## config.mk

```make
export PLATFORM = sky130hd
export DESIGN_NAME = pe_sequencer_flat
export DESIGN_NICKNAME = d
export VERILOG_FILES = /design/src/rtl/pe_sequencer_pkg.sv /design/src/rtl/pe_sequencer_if.sv /design/src/rtl/pe_seq_counter.sv /design/src/rtl/pe_sequencer.sv /design/src/flat_wrapper.sv
export SDC_FILE = /design/constraint.sdc
export NUM_CORES = 1
export LEC_CHECK = 0
export CORE_MARGIN = 8
export CORE_UTILIZATION = 25
export CTS_CLUSTER_DIAMETER = 40
export CTS_CLUSTER_SIZE = 28
export DETAILED_ROUTE_END_ITERATION = 7
export GPL_TIMING_DRIVEN = 0
export PLACE_DENSITY_LB_ADDON = 0.12
export SYNTH_ARGS = -nofsm -noshare
export SYNTH_HDL_FRONTEND = slang
export SYNTH_SLANG_ARGS = --single-unit
```

## constraint.sdc

```tcl
create_clock -name clk -period 2.95 [get_ports clk]
set_input_delay 0.4425 -clock clk [delete_from_list [all_inputs] [get_ports clk]]
set_output_delay 0.4425 -clock clk [all_outputs]
set_load 0.02 [all_outputs]
```

## src/rtl/pe_sequencer_pkg.sv

```systemverilog
// Shared types and sizing for the per-PE convolution sequencer.
// Holds the state encoding, lane counts and the packed PE state word seen by the activation RAM.
package pe_sequencer_pkg;

  localparam int I       = 4;
  localparam int F       = 4;
  localparam int MAX_K   = 4;
  localparam int MAX_C   = 8;
  localparam int MAX_A   = 64;
  localparam int MAX_W   = 64;
  localparam int LAYER_W = 4;

  localparam int K_W = $clog2(MAX_K) + 1;
  localparam int C_W = $clog2(MAX_C) + 1;
  localparam int A_W = $clog2(MAX_A) + 1;
  localparam int W_W = $clog2(MAX_W) + 1;

  typedef enum logic [1:0] {
    ST_IDLE      = 2'd0,
    ST_LOAD      = 2'd1,
    ST_COMPUTE   = 2'd2,
    ST_WRITEBACK = 2'd3
  } pe_state_e;

  typedef struct packed {
    pe_state_e            state;
    logic [LAYER_W-1:0]   layer;
    logic [K_W-1:0]       k;
    logic [C_W-1:0]       c;
    logic [A_W-1:0]       a;
    logic [W_W-1:0]       w;
    logic [A_W-1:0]       remain_a;
    logic [W_W-1:0]       remain_w;
    logic                 flag_a;
    logic                 flag_w;
  } pe_word_t;

endpackage

```

## src/rtl/pe_sequencer_if.sv

```systemverilog
// Host/datapath-facing bundle of the PE sequencer: layer config, handshakes and the PE state word.
interface pe_sequencer_if;
  import pe_sequencer_pkg::*;

  logic               start;
  logic [K_W-1:0]     cfg_num_k;
  logic [C_W-1:0]     cfg_num_c;
  logic [A_W-1:0]     cfg_num_a;
  logic [W_W-1:0]     cfg_num_w;
  logic               dram_last;
  logic               ppu_last;
  logic               mul_ready;

  pe_state_e          state;
  logic [LAYER_W-1:0] cur_layer;
  logic [K_W-1:0]     cur_k;
  logic [C_W-1:0]     cur_c;
  logic [A_W-1:0]     cur_a;
  logic [W_W-1:0]     cur_w;
  logic [A_W-1:0]     remain_a;
  logic [W_W-1:0]     remain_w;
  logic               flag_remain_a;
  logic               flag_remain_w;
  logic               mul_valid;
  logic               layer_done;
  logic               busy;

  modport master (
    output start, cfg_num_k, cfg_num_c, cfg_num_a, cfg_num_w,
           dram_last, ppu_last, mul_ready,
    input  state, cur_layer, cur_k, cur_c, cur_a, cur_w, remain_a, remain_w,
           flag_remain_a, flag_remain_w, mul_valid, layer_done, busy
  );

  modport slave (
    input  start, cfg_num_k, cfg_num_c, cfg_num_a, cfg_num_w,
           dram_last, ppu_last, mul_ready,
    output state, cur_layer, cur_k, cur_c, cur_a, cur_w, remain_a, remain_w,
           flag_remain_a, flag_remain_w, mul_valid, layer_done, busy
  );

endinterface

```

## src/rtl/pe_seq_counter.sv

```systemverilog
// Nested activation/weight/channel stepper for COMPUTE: a wraps into w, w wraps into c,
// and carry marks the step that retires the last input channel.
module pe_seq_counter
  import pe_sequencer_pkg::*;
(
  input  logic           clk,
  input  logic           rst,
  input  logic           clr,
  input  logic           step,
  input  logic [C_W-1:0] num_c,
  input  logic [A_W-1:0] num_a,
  input  logic [W_W-1:0] num_w,
  output logic [C_W-1:0] cur_c,
  output logic [A_W-1:0] cur_a,
  output logic [W_W-1:0] cur_w,
  output logic [A_W-1:0] remain_a,
  output logic [W_W-1:0] remain_w,
  output logic           empty,
  output logic           carry
);

  logic a_wrap, w_wrap, c_last;

  // An empty a or w stream collapses each channel to a single step.
  always_comb begin
    remain_a = num_a - cur_a;
    remain_w = num_w - cur_w;
    empty    = (remain_a == '0) || (remain_w == '0);
    a_wrap   = empty || (remain_a <= A_W'(I));
    w_wrap   = empty || (remain_w <= W_W'(F));
    c_last   = (cur_c == num_c - C_W'(1));
    carry    = step && a_wrap && w_wrap && c_last;
  end

  always_ff @(posedge clk) begin
    if (rst || clr) begin
      cur_a <= '0;
      cur_w <= '0;
      cur_c <= '0;
    end else if (step) begin
      if (!a_wrap) begin
        cur_a <= cur_a + A_W'(I);
      end else begin
        cur_a <= '0;
        if (!w_wrap) begin
          cur_w <= cur_w + W_W'(F);
        end else begin
          cur_w <= '0;
          cur_c <= c_last ? '0 : cur_c + C_W'(1);
        end
      end
    end
  end

endmodule

```

## src/rtl/pe_sequencer.sv

```systemverilog
// Per-PE layer FSM: LOAD per output channel, COMPUTE over (c, w, a) groups, WRITEBACK per
// output channel, then bump the layer index that selects the ping-pong activation bank.
module pe_sequencer
  import pe_sequencer_pkg::*;
(
  input  logic           clk,
  input  logic           rst,
  pe_sequencer_if.slave  bus
);

  pe_state_e          state_q, state_d;
  logic [LAYER_W-1:0] layer_q;
  logic [K_W-1:0]     k_q;
  logic               layer_done_q;
  logic [K_W-1:0]     cfg_k;
  logic [C_W-1:0]     cfg_c;
  logic [A_W-1:0]     cfg_a;
  logic [W_W-1:0]     cfg_w;

  logic               accept, k_step, k_last, clr, step, mul_valid;
  logic [C_W-1:0]     cur_c;
  logic [A_W-1:0]     cur_a, remain_a;
  logic [W_W-1:0]     cur_w, remain_w;
  logic               empty, carry;
  pe_word_t           word;

  pe_seq_counter u_counter (
    .clk      (clk),
    .rst      (rst),
    .clr      (clr),
    .step     (step),
    .num_c    (cfg_c),
    .num_a    (cfg_a),
    .num_w    (cfg_w),
    .cur_c    (cur_c),
    .cur_a    (cur_a),
    .cur_w    (cur_w),
    .remain_a (remain_a),
    .remain_w (remain_w),
    .empty    (empty),
    .carry    (carry)
  );

  assign k_last = (k_q == cfg_k - K_W'(1));

  always_ff @(posedge clk) begin
    if (rst) begin
      state_q      <= ST_IDLE;
      layer_q      <= '0;
      k_q          <= '0;
      layer_done_q <= 1'b0;
      cfg_k        <= '0;
      cfg_c        <= '0;
      cfg_a        <= '0;
      cfg_w        <= '0;
    end else begin
      state_q      <= state_d;
      layer_done_q <= (state_q == ST_WRITEBACK) && (state_d == ST_IDLE);
      if (accept) begin
        cfg_k <= bus.cfg_num_k;
        cfg_c <= bus.cfg_num_c;
        cfg_a <= bus.cfg_num_a;
        cfg_w <= bus.cfg_num_w;
        k_q   <= '0;
      end else if (k_step) begin
        k_q <= k_last ? '0 : k_q + K_W'(1);
      end
      if ((state_q == ST_WRITEBACK) && (state_d == ST_IDLE))
        layer_q <= layer_q + LAYER_W'(1);
    end
  end

  always_comb begin
    state_d = state_q;
    case (state_q)
      ST_IDLE:      if (bus.start) state_d = ST_LOAD;
      ST_LOAD:      if (bus.dram_last && k_last) state_d = ST_COMPUTE;
      ST_COMPUTE:   if (carry) state_d = ST_WRITEBACK;
      ST_WRITEBACK: if (bus.ppu_last && k_last) state_d = ST_IDLE;
      default:      state_d = ST_IDLE;
    endcase
  end

  // mul_ready only gates a real issue; empty streams advance unconditionally.
  always_comb begin
    accept        = (state_q == ST_IDLE) && bus.start;
    k_step        = ((state_q == ST_LOAD) && bus.dram_last) ||
                    ((state_q == ST_WRITEBACK) && bus.ppu_last);
    clr           = (state_q == ST_LOAD) && bus.dram_last && k_last;
    mul_valid     = (state_q == ST_COMPUTE) && !empty;
    step          = (state_q == ST_COMPUTE) && (empty || bus.mul_ready);
    word.state    = state_q;
    word.layer    = layer_q;
    word.k        = k_q;
    word.c        = cur_c;
    word.a        = cur_a;
    word.w        = cur_w;
    word.remain_a = remain_a;
    word.remain_w = remain_w;
    word.flag_a   = (remain_a >= A_W'(I));
    word.flag_w   = (remain_w >= W_W'(F));
  end

  assign bus.state         = word.state;
  assign bus.cur_layer     = word.layer;
  assign bus.cur_k         = word.k;
  assign bus.cur_c         = word.c;
  assign bus.cur_a         = word.a;
  assign bus.cur_w         = word.w;
  assign bus.remain_a      = word.remain_a;
  assign bus.remain_w      = word.remain_w;
  assign bus.flag_remain_a = word.flag_a;
  assign bus.flag_remain_w = word.flag_w;
  assign bus.mul_valid     = mul_valid;
  assign bus.layer_done    = layer_done_q;
  assign bus.busy          = (state_q != ST_IDLE);

endmodule

```

## src/flat_wrapper.sv

```systemverilog
// flat-port wrapper written by rule: the top's interface ports become plain ports
module pe_sequencer_flat import pe_sequencer_pkg::*;
  (clk, rst, bus_start, bus_cfg_num_k, bus_cfg_num_c, bus_cfg_num_a, bus_cfg_num_w, bus_dram_last, bus_ppu_last, bus_mul_ready, bus_state, bus_cur_layer, bus_cur_k, bus_cur_c, bus_cur_a, bus_cur_w, bus_remain_a, bus_remain_w, bus_flag_remain_a, bus_flag_remain_w, bus_mul_valid, bus_layer_done, bus_busy);
  pe_sequencer_if bus_i ();
  input  logic clk;
  input  logic rst;
  input wire logic [$bits(bus_i.start)-1:0] bus_start;
  input wire logic [$bits(bus_i.cfg_num_k)-1:0] bus_cfg_num_k;
  input wire logic [$bits(bus_i.cfg_num_c)-1:0] bus_cfg_num_c;
  input wire logic [$bits(bus_i.cfg_num_a)-1:0] bus_cfg_num_a;
  input wire logic [$bits(bus_i.cfg_num_w)-1:0] bus_cfg_num_w;
  input wire logic [$bits(bus_i.dram_last)-1:0] bus_dram_last;
  input wire logic [$bits(bus_i.ppu_last)-1:0] bus_ppu_last;
  input wire logic [$bits(bus_i.mul_ready)-1:0] bus_mul_ready;
  output wire logic [$bits(bus_i.state)-1:0] bus_state;
  output wire logic [$bits(bus_i.cur_layer)-1:0] bus_cur_layer;
  output wire logic [$bits(bus_i.cur_k)-1:0] bus_cur_k;
  output wire logic [$bits(bus_i.cur_c)-1:0] bus_cur_c;
  output wire logic [$bits(bus_i.cur_a)-1:0] bus_cur_a;
  output wire logic [$bits(bus_i.cur_w)-1:0] bus_cur_w;
  output wire logic [$bits(bus_i.remain_a)-1:0] bus_remain_a;
  output wire logic [$bits(bus_i.remain_w)-1:0] bus_remain_w;
  output wire logic [$bits(bus_i.flag_remain_a)-1:0] bus_flag_remain_a;
  output wire logic [$bits(bus_i.flag_remain_w)-1:0] bus_flag_remain_w;
  output wire logic [$bits(bus_i.mul_valid)-1:0] bus_mul_valid;
  output wire logic [$bits(bus_i.layer_done)-1:0] bus_layer_done;
  output wire logic [$bits(bus_i.busy)-1:0] bus_busy;
  assign bus_i.start = bus_start;
  assign bus_i.cfg_num_k = bus_cfg_num_k;
  assign bus_i.cfg_num_c = bus_cfg_num_c;
  assign bus_i.cfg_num_a = bus_cfg_num_a;
  assign bus_i.cfg_num_w = bus_cfg_num_w;
  assign bus_i.dram_last = bus_dram_last;
  assign bus_i.ppu_last = bus_ppu_last;
  assign bus_i.mul_ready = bus_mul_ready;
  assign bus_state = bus_i.state;
  assign bus_cur_layer = bus_i.cur_layer;
  assign bus_cur_k = bus_i.cur_k;
  assign bus_cur_c = bus_i.cur_c;
  assign bus_cur_a = bus_i.cur_a;
  assign bus_cur_w = bus_i.cur_w;
  assign bus_remain_a = bus_i.remain_a;
  assign bus_remain_w = bus_i.remain_w;
  assign bus_flag_remain_a = bus_i.flag_remain_a;
  assign bus_flag_remain_w = bus_i.flag_remain_w;
  assign bus_mul_valid = bus_i.mul_valid;
  assign bus_layer_done = bus_i.layer_done;
  assign bus_busy = bus_i.busy;
  pe_sequencer u_core (.clk(clk), .rst(rst), .bus(bus_i));
endmodule
```

==> metrics.md <==
| Metric | Value |
|---|---|
| Leakage power total | 1.54 nW |
| Hold path endpoint | u_core.cfg_w[1] |
| Maxcap violations | 0 |
| Hold path cells | 2 |
| Row count | 39 |
| Initial antenna violation count | 0 |
| Synth Area in Adders | 0.0746 |
| Outcome | completed |
| R2r setup slk | 0.18 ns |
| Post-synthesis compound-gate area fraction | 0.195 |
| Vias in the first global route | 2761 |
| Number of synthesized register bits | 45 |
| Slew Limit Fails | 0 |
| Maximum buffer depth of the clock tree | 2 |
| CTS root buffer | clkbuf_16 |
| Req. time, crit path | 2.51 ns |
| Final Cycle Share | 0.974 |
| # setup viols final | 0 |
| FFs w/ async S/R, synth | 0 |
| Post-synth EDFFs | 0 |
| Die ar. | 0.0151 mm2 |
| Htree depth | 2 |
| Slew headroom | 0.362 |
| Synth warn | 0 |
| Crit Path Max Fanout | 6 |
| Hold path start | u_core.cfg_w[1] |
| Global route overflow | 0 |
| Non-Filler Instances | 594 |
| # IOs | 73 |
| Post-Synth Simple-Gate Area | 0.247 |
| Tot Pwr | 1.88 mW |
| VDD IR-drop max | 0.226 mV |
| Primary FF master, synth | dfxtp_1 |
| Drt initial violations | 109 |
| Cell Area, Synth | 0.00285 mm2 |
| Min Clock Period, post-route | 2.87 ns |
| Commonest cells in the netlist | 59 x nand2_1, 45 x dfxtp_1, 43 x a21oi_1 |
| Unique masters post-synth | 52 |
| Crit path kind | flip-flop to output pin |
| Cts bufs inserted | 5 |
| Synth Area in XOR/XNOR | 0.0759 |
| Worst-path clk slew | 0.06 ns |
| Register area share after synthesis | 0.316 |
| Startpoint types | flip-flop |
| Routability congestion estimate | 0.774 |
| Most frequent cell after synthesis | nand2_1 |
| CP arrival | 2.43 ns |
| Core area | 0.0113 mm2 |
| DRT Wirelength | 8710 um |
| Post-Place Cells | 575 |
| Area growth from synthesis to layout | 44.4% |
| Largest net degree at the start of global routing | 15 |
| Vias per cell | 4.63 |
| R2r startpoint | u_core.u_counter.cur_w[4] |
| Unrepaired setup endpoints after global routing | true |
| Post-synth top area cell | dfxtp_1 |
| Final Net Count | 494 |
| Avg Cell Area, Syn | 7.94 um2 |
| Area contributors post-synth | dfxtp_1 32%, nand2_1 7.8%, a21oi_1 7.5%, ha_1 7.5%, xnor2_1 4.3% |
| # port buffers | 68 |
| Post-detailed-route count of antenna-violating nets | 0 |
| Min-delay worst type | flip-flop to flip-flop |
| Yosys top cell area share | 0.316 |
| Largest family of logic cells by synthesized area | simple AND/OR/NAND/NOR gates |
| Reg2reg path depth | 10 |
| Fillers | 1201 |
| First-pass GRT wire length | 14000 um |
| # clock sinks | 45 |
| Reg2reg end | u_core.bus.state[0] |
| Final Skew | 0.00692 ns |
| Slew at the pin closest to its max-slew limit | 0.948 ns |
| DR pass1 iterations | 4 |
| Gr usage total | 0.116 |
| DR vias | 2752 |
| Mux share of post-synthesis cell area | 0.0246 |
| Antenna diode count | 0 |
| DIE HEIGHT | 123 um |
| Worst-skew pair later-pin latency | 0.29 ns |
| Remaining DRCs | 0 |
| Fin. Hold Viols | 0 |
| Initial Utilization | 0.253 |
| Fmax | 348 MHz |
| CTS tree | built |
| Pwr Density | 457 mW/mm2 |
| CP Capture Type | output pin |
| Die Width | 123 um |
| Syn Inst Count | 359 |
| Share of post-route cells with drive strength above 1 | 0.151 |
| Wire per inst | 14.7 um |
| DP HPWL | 6740 um |
==> placed cells by master, fill, tap and decap left out, types with 8 or more instances in the layout <==
master / instances
xnor2_1: 14
nand2_1: 59
nand3_1: 8
dfxtp_1: 35
clkbuf_1: 13
ha_1: 11
buf_4: 16
nor3_1: 9
nor2_1: 13
and2_1: 8
a21oi_1: 40
clkdlybuf4s50_1: 64
inv_1: 19
==> cell type report <==
| class | instances | area [um2] | area share |
|---|---|---|---|
| timing repair buffer | 80 | 776 | 0.188 |
| buffer | 19 | 101 | 0.0246 |
| sequential | 45 | 923 | 0.224 |
| clock buffer | 6 | 129 | 0.0313 |
| clock inverter | 2 | 15.0 | 0.00365 |
| tap | 143 | 179 | 0.0435 |
| multi-input combinational | 277 | 1910 | 0.464 |
| inverter | 22 | 82.6 | 0.0201 |
==> layer usage <==
metal | vias up | global-route usage | share of wire
met5 | - | 0 | 0
met3 | 5 | 0.0322 | 0.059
met2 | 58 | 0.192 | 0.47
met1 | 1266 | 0.146 | 0.46
li1 | 1423 | - | -
met4 | 0 | 0.0274 | 0.0084
==> state kept, by name, indices dropped and copies added, names as in the netlist <==
register / count
u_core.bus.cur_layer: 4
u_core.cfg_k: 3
u_core.cfg_c: 4
u_core.cfg_w: 7
u_core.bus.cur_k: 3
u_core.cfg_a: 7
u_core.bus.layer_done: 1
u_core.u_counter.cur_w: 5
u_core.u_counter.cur_a: 5
u_core.bus.state: 2
u_core.u_counter.cur_c: 4
==> where the power goes <==
| group | total [mW] | switching (mW) | leakage (nW) | internal (mW) |
|---|---|---|---|---|
| sequential | 0.664 | 0.0300 | 0.372 | 0.634 |
| combinational | 0.658 | 0.342 | 1.11 | 0.316 |
| clock | 0.560 | 0.245 | 0.0631 | 0.315 |
| total | 1.88 | 0.617 | 1.54 | 1.26 |
==> stage by stage <==
step                      cell area, um2  utilization  setup TNS (ns)  worst slack (ns)  hold slack (ns)
after global routing                4120        0.365         -0.0125           -0.0125            0.484
after floorplan                     2900            -               0           0.00437            0.436
final                               4120        0.365               0            0.0760            0.464
after detailed placement            3760        0.333           -1.97            -0.770            0.453
after CTS                           4050        0.360               0           0.00766            0.463
after global placement              3760        0.333           -1.75            -0.765            0.445
==> what timing repair did <==
action | 4_1_cts | 5_1_grt
buffers inserted | 8 | 4
pin swaps | 7 | 6
hold buffers | 0 | 0
setup endpoints to repair | 16 | 6
gates resized for setup | 26 | 17
==> worst max path at each step <==
stage,startpoint,end
floorplan,u_core.u_counter.cur_w[4],bus_mul_valid
global placement,u_core.u_counter.cur_w[2],bus_mul_valid
detailed placement,u_core.u_counter.cur_a[4],bus_mul_valid
CTS,u_core.u_counter.cur_w[2],bus_flag_remain_w
global route,u_core.u_counter.cur_a[2],bus_mul_valid
finish,u_core.u_counter.cur_w[4],bus_mul_valid
==> worst max-delay path, cell delays in order (launching register included) <==
cell     delay (ns)
dfxtp_4        0.35
inv_2          0.09
ha_4           0.22
xor2_1         0.14
o32a_1         0.29
o22a_1         0.25
nor4_4         0.35
a22oi_2        0.17
and2_4         0.17
buf_6          0.12
==> cell families (layout without fill, tap and decap cells) <==
group	count (synthesis)	in the layout
AND/OR/NAND/NOR	136	136
AO/OA/AOI/OAI	88	88
flip-flops	45	45
buffers and inverters	42	129
XOR/XNOR	23	23
adder cells (fa/ha/maj)	17	17
multiplexers	7	7
other	1	6
No activity file was read; power rests on OpenSTA's default activity.
